$ cat src/rtl/demux12_stream.sv
// One-to-two stream demultiplexer with a one-entry output register per channel.
// Optional per-channel delivery counters are built when DEMUX12_STREAM_CNT_EN is defined.
module demux12_stream #(
    parameter int unsigned WIDTH = 8
) (
    input  logic             clk,
    input  logic             rst_n,
    input  logic [WIDTH-1:0] a,
    input  logic             s,
    input  logic             a_valid,
    output logic             a_ready,
    output logic [WIDTH-1:0] y0,
    output logic [WIDTH-1:0] y1,
    output logic             y0_valid,
    output logic             y1_valid,
    input  logic             y0_ready,
    input  logic             y1_ready,
    output logic [15:0]      cnt0,
    output logic [15:0]      cnt1
);

    typedef enum logic {
        EMPTY = 1'b0,
        FULL  = 1'b1
    } chan_state_t;

    chan_state_t state0, state1;
    chan_state_t state0_nxt, state1_nxt;

    logic [WIDTH-1:0] data0, data1;
    logic             accept;
    logic             fill0, fill1;
    logic             drain0, drain1;

    assign y0_valid = (state0 == FULL);
    assign y1_valid = (state1 == FULL);
    assign y0       = data0;
    assign y1       = data1;

    // Only the selected channel gates acceptance, so a stalled channel never blocks the other.
    assign a_ready = s ? (!y1_valid || y1_ready) : (!y0_valid || y0_ready);
    assign accept  = a_valid && a_ready;
    assign fill0   = accept && !s;
    assign fill1   = accept && s;
    assign drain0  = y0_valid && y0_ready;
    assign drain1  = y1_valid && y1_ready;

    always_ff @(posedge clk or negedge rst_n) begin
        if (!rst_n) begin
            state0 <= EMPTY;
            state1 <= EMPTY;
        end else begin
            state0 <= state0_nxt;
            state1 <= state1_nxt;
        end
    end

    always_comb begin
        state0_nxt = state0;
        state1_nxt = state1;
        case (state0)
            EMPTY:   if (fill0) state0_nxt = FULL;
            FULL:    if (drain0 && !fill0) state0_nxt = EMPTY;
            default: state0_nxt = EMPTY;
        endcase
        case (state1)
            EMPTY:   if (fill1) state1_nxt = FULL;
            FULL:    if (drain1 && !fill1) state1_nxt = EMPTY;
            default: state1_nxt = EMPTY;
        endcase
    end

    // Data is only written on refill, so a drained channel keeps showing its last word.
    always_ff @(posedge clk or negedge rst_n) begin
        if (!rst_n) begin
            data0 <= '0;
            data1 <= '0;
        end else begin
            if (fill0) data0 <= a;
            if (fill1) data1 <= a;
        end
    end

`ifdef DEMUX12_STREAM_CNT_EN
    logic [15:0] cnt0_q, cnt1_q;

    always_ff @(posedge clk or negedge rst_n) begin
        if (!rst_n) begin
            cnt0_q <= '0;
            cnt1_q <= '0;
        end else begin
            if (drain0) cnt0_q <= cnt0_q + 16'd1;
            if (drain1) cnt1_q <= cnt1_q + 16'd1;
        end
    end

    assign cnt0 = cnt0_q;
    assign cnt1 = cnt1_q;
`else
    assign cnt0 = '0;
    assign cnt1 = '0;
`endif

endmodule

$ cat config.mk
export PLATFORM = sky130hd
export DESIGN_NAME = demux12_stream
export DESIGN_NICKNAME = d
export VERILOG_FILES = /design/src/rtl/demux12_stream.sv
export SDC_FILE = /design/constraint.sdc
export NUM_CORES = 1
export LEC_CHECK = 0
export BUFFER_PORTS_ARGS = -buffer_cell sky130_fd_sc_hd__buf_4
export CORE_MARGIN = 5
export CORE_UTILIZATION = 44
export DETAILED_ROUTE_END_ITERATION = 10
export GPL_ROUTABILITY_DRIVEN = 0
export MAX_ROUTING_LAYER = met4
export PLACE_DENSITY = 0.94
export SLEW_MARGIN = 10
export SYNTH_ARGS = -nofsm -noshare
export SYNTH_HDL_FRONTEND = slang
export SYNTH_SLANG_ARGS = --single-unit
$ cat constraint.sdc
create_clock -name clk -period 1.9 [get_ports clk]
set_input_delay 0.19 -clock clk [delete_from_list [all_inputs] [get_ports clk]]
set_output_delay 0.19 -clock clk [all_outputs]
set_load 0.05 [all_outputs]
==> impl_results.md, run 1 <==
* Critical path endpoint: a_ready
* Share of cells above drive strength 1 at 0.478
* Number of top-level pins at 65
* Fillcell total at approximately 200
* Mean instance size in the synthesized netlist at around 13 µm²
* VDD IR-drop max at approximately 0.54 mV
* Data arrival time of the critical path at around 1.2 ns
* Buffer type at the clock tree root: sky130_fd_sc_hd__clkbuf_4
* Number of antenna violations at the first check in global routing at 0
* Number of setup violations in the final report at 0
* Distinct cell type count after synthesis at 15
* Largest buffer count on any clock path at 2
* Critical path endpoint category: primary output
* Cell type with the largest total area after synthesis: sky130_fd_sc_hd__dfrtp_1
* Fin Setup TNS at 0 ns
* Post-cts sizing count at 0
* Effective utilization at floorplan at 0.450
* Vias per std cell at between 4 and 5
* Detailed placer's ending HPWL at approximately 1.3 mm
* Worst reg2reg startpoint: y1_valid
* Worst Setup SP: y1_valid
* Path category of the worst min-delay check: in2reg
* Total number of H-tree levels at 1
* F_max at about 730 MHz
* Maximum number of pins on one net before global-route repair at 19
* # diodes at 0
* Avg WL per Cell at between 10 and 15 µm
* Worst R2R Setup Slack at 0.72 ns
* Clock tree from TritonCTS: built
* Mapped cell area at 967 µm²
* Count of state elements after synthesis at 18
* Wire length of the first global-routing pass at about 2.4 mm
* First drt pass iteration count at 3
* Power density normalized to cell area at about 1100 mW/mm²
* Area delta synth->final at 20.4%
* Count of mapped cells out of synthesis at 77
* Count of clock tree sinks at 18
* Post-layout min period at 1.37 ns
* Detailed Route WL at about 1.6 mm
* Remaining antenna violation count after routing at 0
* Latest clock arrival within the worst-skew pair at roughly 0.28 ns
* DRC Markers at 0
* Crit path kind: reg2out
* Number of port buffers at 32
* Path depth of the worst reg2reg path at 3
* Final core utilization at 0.542
* Destination of the worst register-to-register timing path: y1[0]
* Core Region at between 0.002 and 0.0025 mm²
* Result of the run: finished clean
* Worst clock skew at slightly above 0.0008 ns
* Number of standard-cell rows in the floorplan at 17
* Total gr overflow at 0
* Static leakage power at slightly above 0.0006 µW
* Hold Violations, Final at 0
* Launching element type of the critical path: register
* # Max-Cap Violations at 0
* DRT iter0 DRCs at 3
* Post-CTS Setup Bufs at 0
* Overall fraction of global-route tracks in use at 0.0964
* Portion of the clock cycle consumed by the worst path in the final layout at 0.720
* Cell types with the largest area share after synthesis: sky130_fd_sc_hd__dfrtp_1, sky130_fd_sc_hd__buf_4, sky130_fd_sc_hd__mux2_2
* Die width at 56.9 µm
* Clock-pin slew on the worst setup and hold paths at approximately 0.1 ns
* Die Outline Area at between 0.003 and 0.004 mm²
* Die height at around 57 µm
* Vias in the first global route at 530
* Final max-slew violation count at 0
* RSZ-0062 raised after global routing: false
* Area share of the largest cell type after synthesis at 0.466
* Total of warnings raised by yosys at 0
* Sequential fraction of the synthesis area at 0.466
* Via count at 566
* Largest fanout of any net on the critical path at 3
* Nets@finish at 128
* Number of buffers created by CTS at 3
* Worst endpoint required time at ~1.7 ns
layout make-up:
class / instances / area, µm² / share of cell area
timing repair buffer: 33 / 250 / 0.215
multi-input combinational: 57 / 389 / 0.334
sequential: 18 / 450 / 0.387
inverter: 1 / 3.75 / 0.00322
tap: 28 / 35.0 / 0.0301
clock buffer: 4 / 36.3 / 0.0311
report_power, final:
part | total (µW) | internal [µW] | switching [µW]
clock | 223 | 116 | 107
sequential | 481 | 448 | 33.0
combinational | 616 | 161 | 455
total | 1320 | 726 | 594
flip-flops by register name (all words and copies together), names as in the netlist:
| register | count |
|---|---|
| y0_valid | 1 |
| y0 | 8 |
| y1 | 8 |
| y1_valid | 1 |
placed cells by master (no fill, tap or decap):
cell type,n
sky130_fd_sc_hd__nor2_1,1
sky130_fd_sc_hd__dfrtp_1,18
sky130_fd_sc_hd__nor2b_4,1
sky130_fd_sc_hd__inv_1,1
sky130_fd_sc_hd__nand2b_2,1
sky130_fd_sc_hd__clkbuf_4,3
sky130_fd_sc_hd__nand2_2,1
sky130_fd_sc_hd__nor2_8,1
sky130_fd_sc_hd__dlygate4sd3_1,1
sky130_fd_sc_hd__conb_1,32
sky130_fd_sc_hd__mux2_1,3
sky130_fd_sc_hd__buf_4,32
sky130_fd_sc_hd__nand3b_4,1
sky130_fd_sc_hd__nand2b_1,1
sky130_fd_sc_hd__clkbuf_8,1
sky130_fd_sc_hd__a21oi_1,1
sky130_fd_sc_hd__mux2_2,13
sky130_fd_sc_hd__o21ai_0,1
worst min path at each step:
stage / start / to / slack (ns) / cells after the start
after floorplan: rst_n / y0[0] / -0.11 / 0
after global placement: rst_n / y0[3] / 0.06 / 1
after detailed placement: rst_n / y0[0] / 0.07 / 1
after CTS: s / y0_valid / 0.13 / 2
after global routing: s / y0_valid / 0.12 / 2
final: s / y0_valid / 0.13 / 2
per-layer routing:
layer,vias up,wire (µm),GRT usage
li1,260,-,-
met1,274,522,0.105
met2,32,837,0.166
met3,0,207,0.0299
met4,0,0,0.0298
met5,-,0,-
timing repair:
action,4_1_cts,5_1_grt
hold endpoints to repair,18,0
hold buffers,1,0
endpoints found under the setup margin,0,0
metrics by stage:
stage                     instances  area (µm²)  power (µW)  setup slack [ns]  hold WS, ns
after floorplan                 108        1080         995             0.145       -0.106
after global placement          136        1120        1100             0.755       0.0637
after detailed placement        136        1120        1110             0.710       0.0692
after CTS                       141        1160        1340             0.500        0.127
after global routing            141        1160        1380             0.454        0.122
final                           141        1160        1320             0.533        0.131
critical path, cell delays in order (launching register included):
cell and delay (ns):
sky130_fd_sc_hd__dfrtp_1 0.39, sky130_fd_sc_hd__nor2b_4 0.15, sky130_fd_sc_hd__a21oi_1 0.14, sky130_fd_sc_hd__buf_4 0.21
cell usage after synthesis:
master	count
sky130_fd_sc_hd__nor2_8	1
sky130_fd_sc_hd__nor2_1	1
sky130_fd_sc_hd__a21oi_1	1
sky130_fd_sc_hd__buf_4	32
sky130_fd_sc_hd__dfrtp_1	18
sky130_fd_sc_hd__nand2_2	1
sky130_fd_sc_hd__mux2_2	13
sky130_fd_sc_hd__nor2b_4	1
sky130_fd_sc_hd__nand2b_2	1
sky130_fd_sc_hd__nand2b_1	1
sky130_fd_sc_hd__nand3b_4	1
sky130_fd_sc_hd__inv_1	1
sky130_fd_sc_hd__conb_1	1
sky130_fd_sc_hd__o21ai_0	1
sky130_fd_sc_hd__mux2_1	3
cells by family after synthesis:
kind of cell | count (synthesis) | share of synthesized area
buf+inv | 33 | 0.252
flops | 18 | 0.466
mux | 16 | 0.186
simple gates | 7 | 0.0815
compound gates | 2 | 0.0103
other cells | 1 | 0.00388
Power figures use the tool's default switching activity.
==> run 2: changes to the inputs <==
- ABC_AREA: not set -> 1
- CORE_UTILIZATION: 44 -> 38
- PLACE_DENSITY: 0.94 -> 0.85
- clock period: 1.9 -> 1.1 ns (I/O delays scaled with it)
==> impl_results.md, run 2 <==
* Mapped cell area at between 0.001 and 0.0015 mm²
* # Max-Cap Violations at 0
* Final max-slew violation count at 0
* Share of cells above drive strength 1 at 0.331
* Xor/xnor cell area share of the yosys netlist at 0
* Effective utilization at floorplan at 0.387
* Non-filler cells, final at 182
* Launching element type of the critical path: register
* Number of top-level pins at between 60 and 70
* Async set-or-reset flop fraction in the synthesized netlist at 1.00
* Fin Setup TNS at -0.0699 ns
* Adder and majority cell fraction of the synthesized area at 0
* VDD IR-drop max at 0.847 mV
* Vias in the first global route at between 800 and 900
* Final critical-path setup slack at -0.0660 ns
* Cell types with the largest area share after synthesis: sky130_fd_sc_hd__dfrtp_1, sky130_fd_sc_hd__buf_4, sky130_fd_sc_hd__nand2_1
* Post-layout min period at ~1.2 ns
* Commonest non-fill, non-tap cell in the layout: sky130_fd_sc_hd__buf_4
* Violations in the final reports: setup timing
* # diodes at 0
* Number of port buffers at 32
* Commonest cells after routing, fill and taps aside: sky130_fd_sc_hd__buf_4, sky130_fd_sc_hd__nand2_1, sky130_fd_sc_hd__conb_1, sky130_fd_sc_hd__nand4_1, sky130_fd_sc_hd__dfrtp_1
* Synth Flop Type: sky130_fd_sc_hd__dfrtp_1
* Sequential group share of total power at 0.377
* Cell type with the largest total area after synthesis: sky130_fd_sc_hd__dfrtp_1
* Number of flops mapped to enable cells by yosys at 0
* Largest buffer count on any clock path at 2
* Area share of the largest cell type after synthesis at 0.429
* Die width at roughly 63 µm
* Total number of H-tree levels at 1
* Number of standard-cell rows in the floorplan at 19
* Internal power at between 1000 and 1500 µW
* Most used standard cell by instance count after synthesis: sky130_fd_sc_hd__nand2_1
* Die Outline Area at between 0.003 and 0.004 mm²
* Detailed Route WL at approximately 2.2 mm
* Count of state elements after synthesis at 18
* Synth Area in Simple Gates at 0.273
* Inst Count DP at 175
* Area delta synth->final at 20.0%
* Latest clock arrival within the worst-skew pair at 0.28 ns
* Fraction of power spent switching nets at 0.480
* Sw Pwr at roughly 1000 µW
* Hold Violations, Final at 0
* Power density normalized to cell area at about 1700 mW/mm²
* Total of warnings raised by yosys at 0
* Combinational family with the most area after synthesis: buffers and inverters
* Detailed placer's ending HPWL at ~1.7 mm
* Portion of the clock cycle consumed by the worst path in the final layout at 1.06
* Data arrival time of the critical path at roughly 1.1 ns
* Area fraction in compound gates after synthesis at 0
* DRC Markers at 0
* Top cell types by occurrence after synthesis: sky130_fd_sc_hd__nand2_1, sky130_fd_sc_hd__buf_4, sky130_fd_sc_hd__dfrtp_1
* Die height at approximately 63 µm
* Mean instance size in the synthesized netlist at slightly above 9 µm²
* Clock power share at 0.144
* Distinct cell type count after synthesis at 11
* Wire length of the first global-routing pass at approximately 3.5 mm
* First drt pass iteration count at 4
* F_max at approximately 860 MHz
* Worst clock skew at about 0.00039 ns
* Static leakage power at 0.000725 µW
* Vias per std cell at roughly 4.3
* Number of setup violations in the final report at 4
* RSZ-0062 raised after global routing: true
* Worst endpoint required time at between 0.9 and 1 ns
* Overall fraction of global-route tracks in use at 0.115
* Largest fanout of any net on the critical path at 2
* Path category of the worst min-delay check: in2reg
* DRT iter0 DRCs at 21
* Number of antenna violations at the first check in global routing at 0
* Remaining antenna violation count after routing at 0
* Multiplexer fraction of the synthesized cell area at 0
* Sequential fraction of the synthesis area at 0.429
* Critical path endpoint category: primary output
* Total gr overflow at 0
* Worst-case hold slack at ~0.087 ns
* Nets@finish at between 150 and 200
* Buffer type at the clock tree root: sky130_fd_sc_hd__clkbuf_4
* Clock tree from TritonCTS: built
* Relative contribution of combinational cells to total power at 0.479
* Core Region at 0.00271 mm²
* Count of mapped cells out of synthesis at between 100 and 150
* Result of the run: complete, but fails checks
* Crit path kind: reg2out
* Number of buffers created by CTS at 3
* Clock-pin slew on the worst setup and hold paths at ~0.090 ns
* Via count at between 700 and 800
* Avg WL per Cell at between 10 and 15 µm
* Maximum number of pins on one net before global-route repair at 19
* Count of clock tree sinks at 18
==> run 2: cell count changes in the layout (fill, tap and decap cells not counted), moves of 3 or more <==
cell and delta:
sky130_fd_sc_hd__nand4_1 +16, sky130_fd_sc_hd__mux2_2 -13, sky130_fd_sc_hd__buf_4 +4, sky130_fd_sc_hd__nand2_4 +5, sky130_fd_sc_hd__mux2_1 -3, sky130_fd_sc_hd__nand2_1 +34
==> run 2: power groups by stage <==
| stage | clock, µW | sequential [µW] | combinational (µW) |
|---|---|---|---|
| floorplan | 0 | 1190 | 502 |
| global placement | 0 | 832 | 1010 |
| detailed placement | 0 | 837 | 1020 |
| CTS | 332 | 826 | 1050 |
| global route | 347 | 841 | 1110 |
| finish | 314 | 824 | 1050 |
==> run 2: what timing repair did <==
action	CTS	global route
endpoints found under the setup margin	1	2
endpoints found under the hold margin	18	0
gates resized for setup	6	1
pin swaps	3	4
cloned	0	0
buffers inserted	2	1
hold buffers	1	0
==> run 2: area by class of cell <==
type	count	area [µm²]
fillers	292	1450
flip-flops and latches	18	453
multi-input cells	89	439
repair buffers	38	295
well taps	31	38.8
clock buffers	3	22.5
inverters	3	11.3
==> run 2: final timing paths <==
kind | cells past startpoint | slack, ns | from | endpoint
max in group asynchronous | 2 | 0.66 | rst_n | y0_valid
min | 3 | 0.09 | a[6] | y0[6]
max reg2reg | 6 | 0 | y0_valid | y0[3]
min reg2reg | 2 | 0.48 | y1[7] | y1[7]
max | 4 | -0.07 | y0_valid | a_ready
min in group asynchronous | 2 | 0.22 | rst_n | y0[4]
==> run 2: worst max-delay path, cell delays in order, from the launching register on <==
cell	delay, ns
sky130_fd_sc_hd__dfrtp_2	0.43
sky130_fd_sc_hd__nand2_4	0.07
sky130_fd_sc_hd__nand2_4	0.05
sky130_fd_sc_hd__nand2_4	0.07
sky130_fd_sc_hd__buf_8	0.14
==> run 2: cell families after synthesis <==
logic type,after synthesis
buffers and inverters,40
DFF,18
other,1
and+or+nand+nor,57
==> run 2: metrics by stage <==
step	power [µW]	instance area, µm²	utilization	worst slack, ns
final	2180	1260	0.465	-0.0660
after global routing	2290	1260	0.465	-0.106
after CTS	2210	1250	0.460	-0.0915
after detailed placement	1860	1170	0.434	0.112
after global placement	1840	1170	0.434	0.134
after floorplan	1690	1190	-	0.00538
==> run 2: per-layer routing <==
layer	track usage	vias to the layer above	wire, µm
met5	-	-	0
met4	0.0690	0	25
met3	0.0342	2	223
met2	0.187	41	1140
met1	0.122	356	832
li1	-	386	-
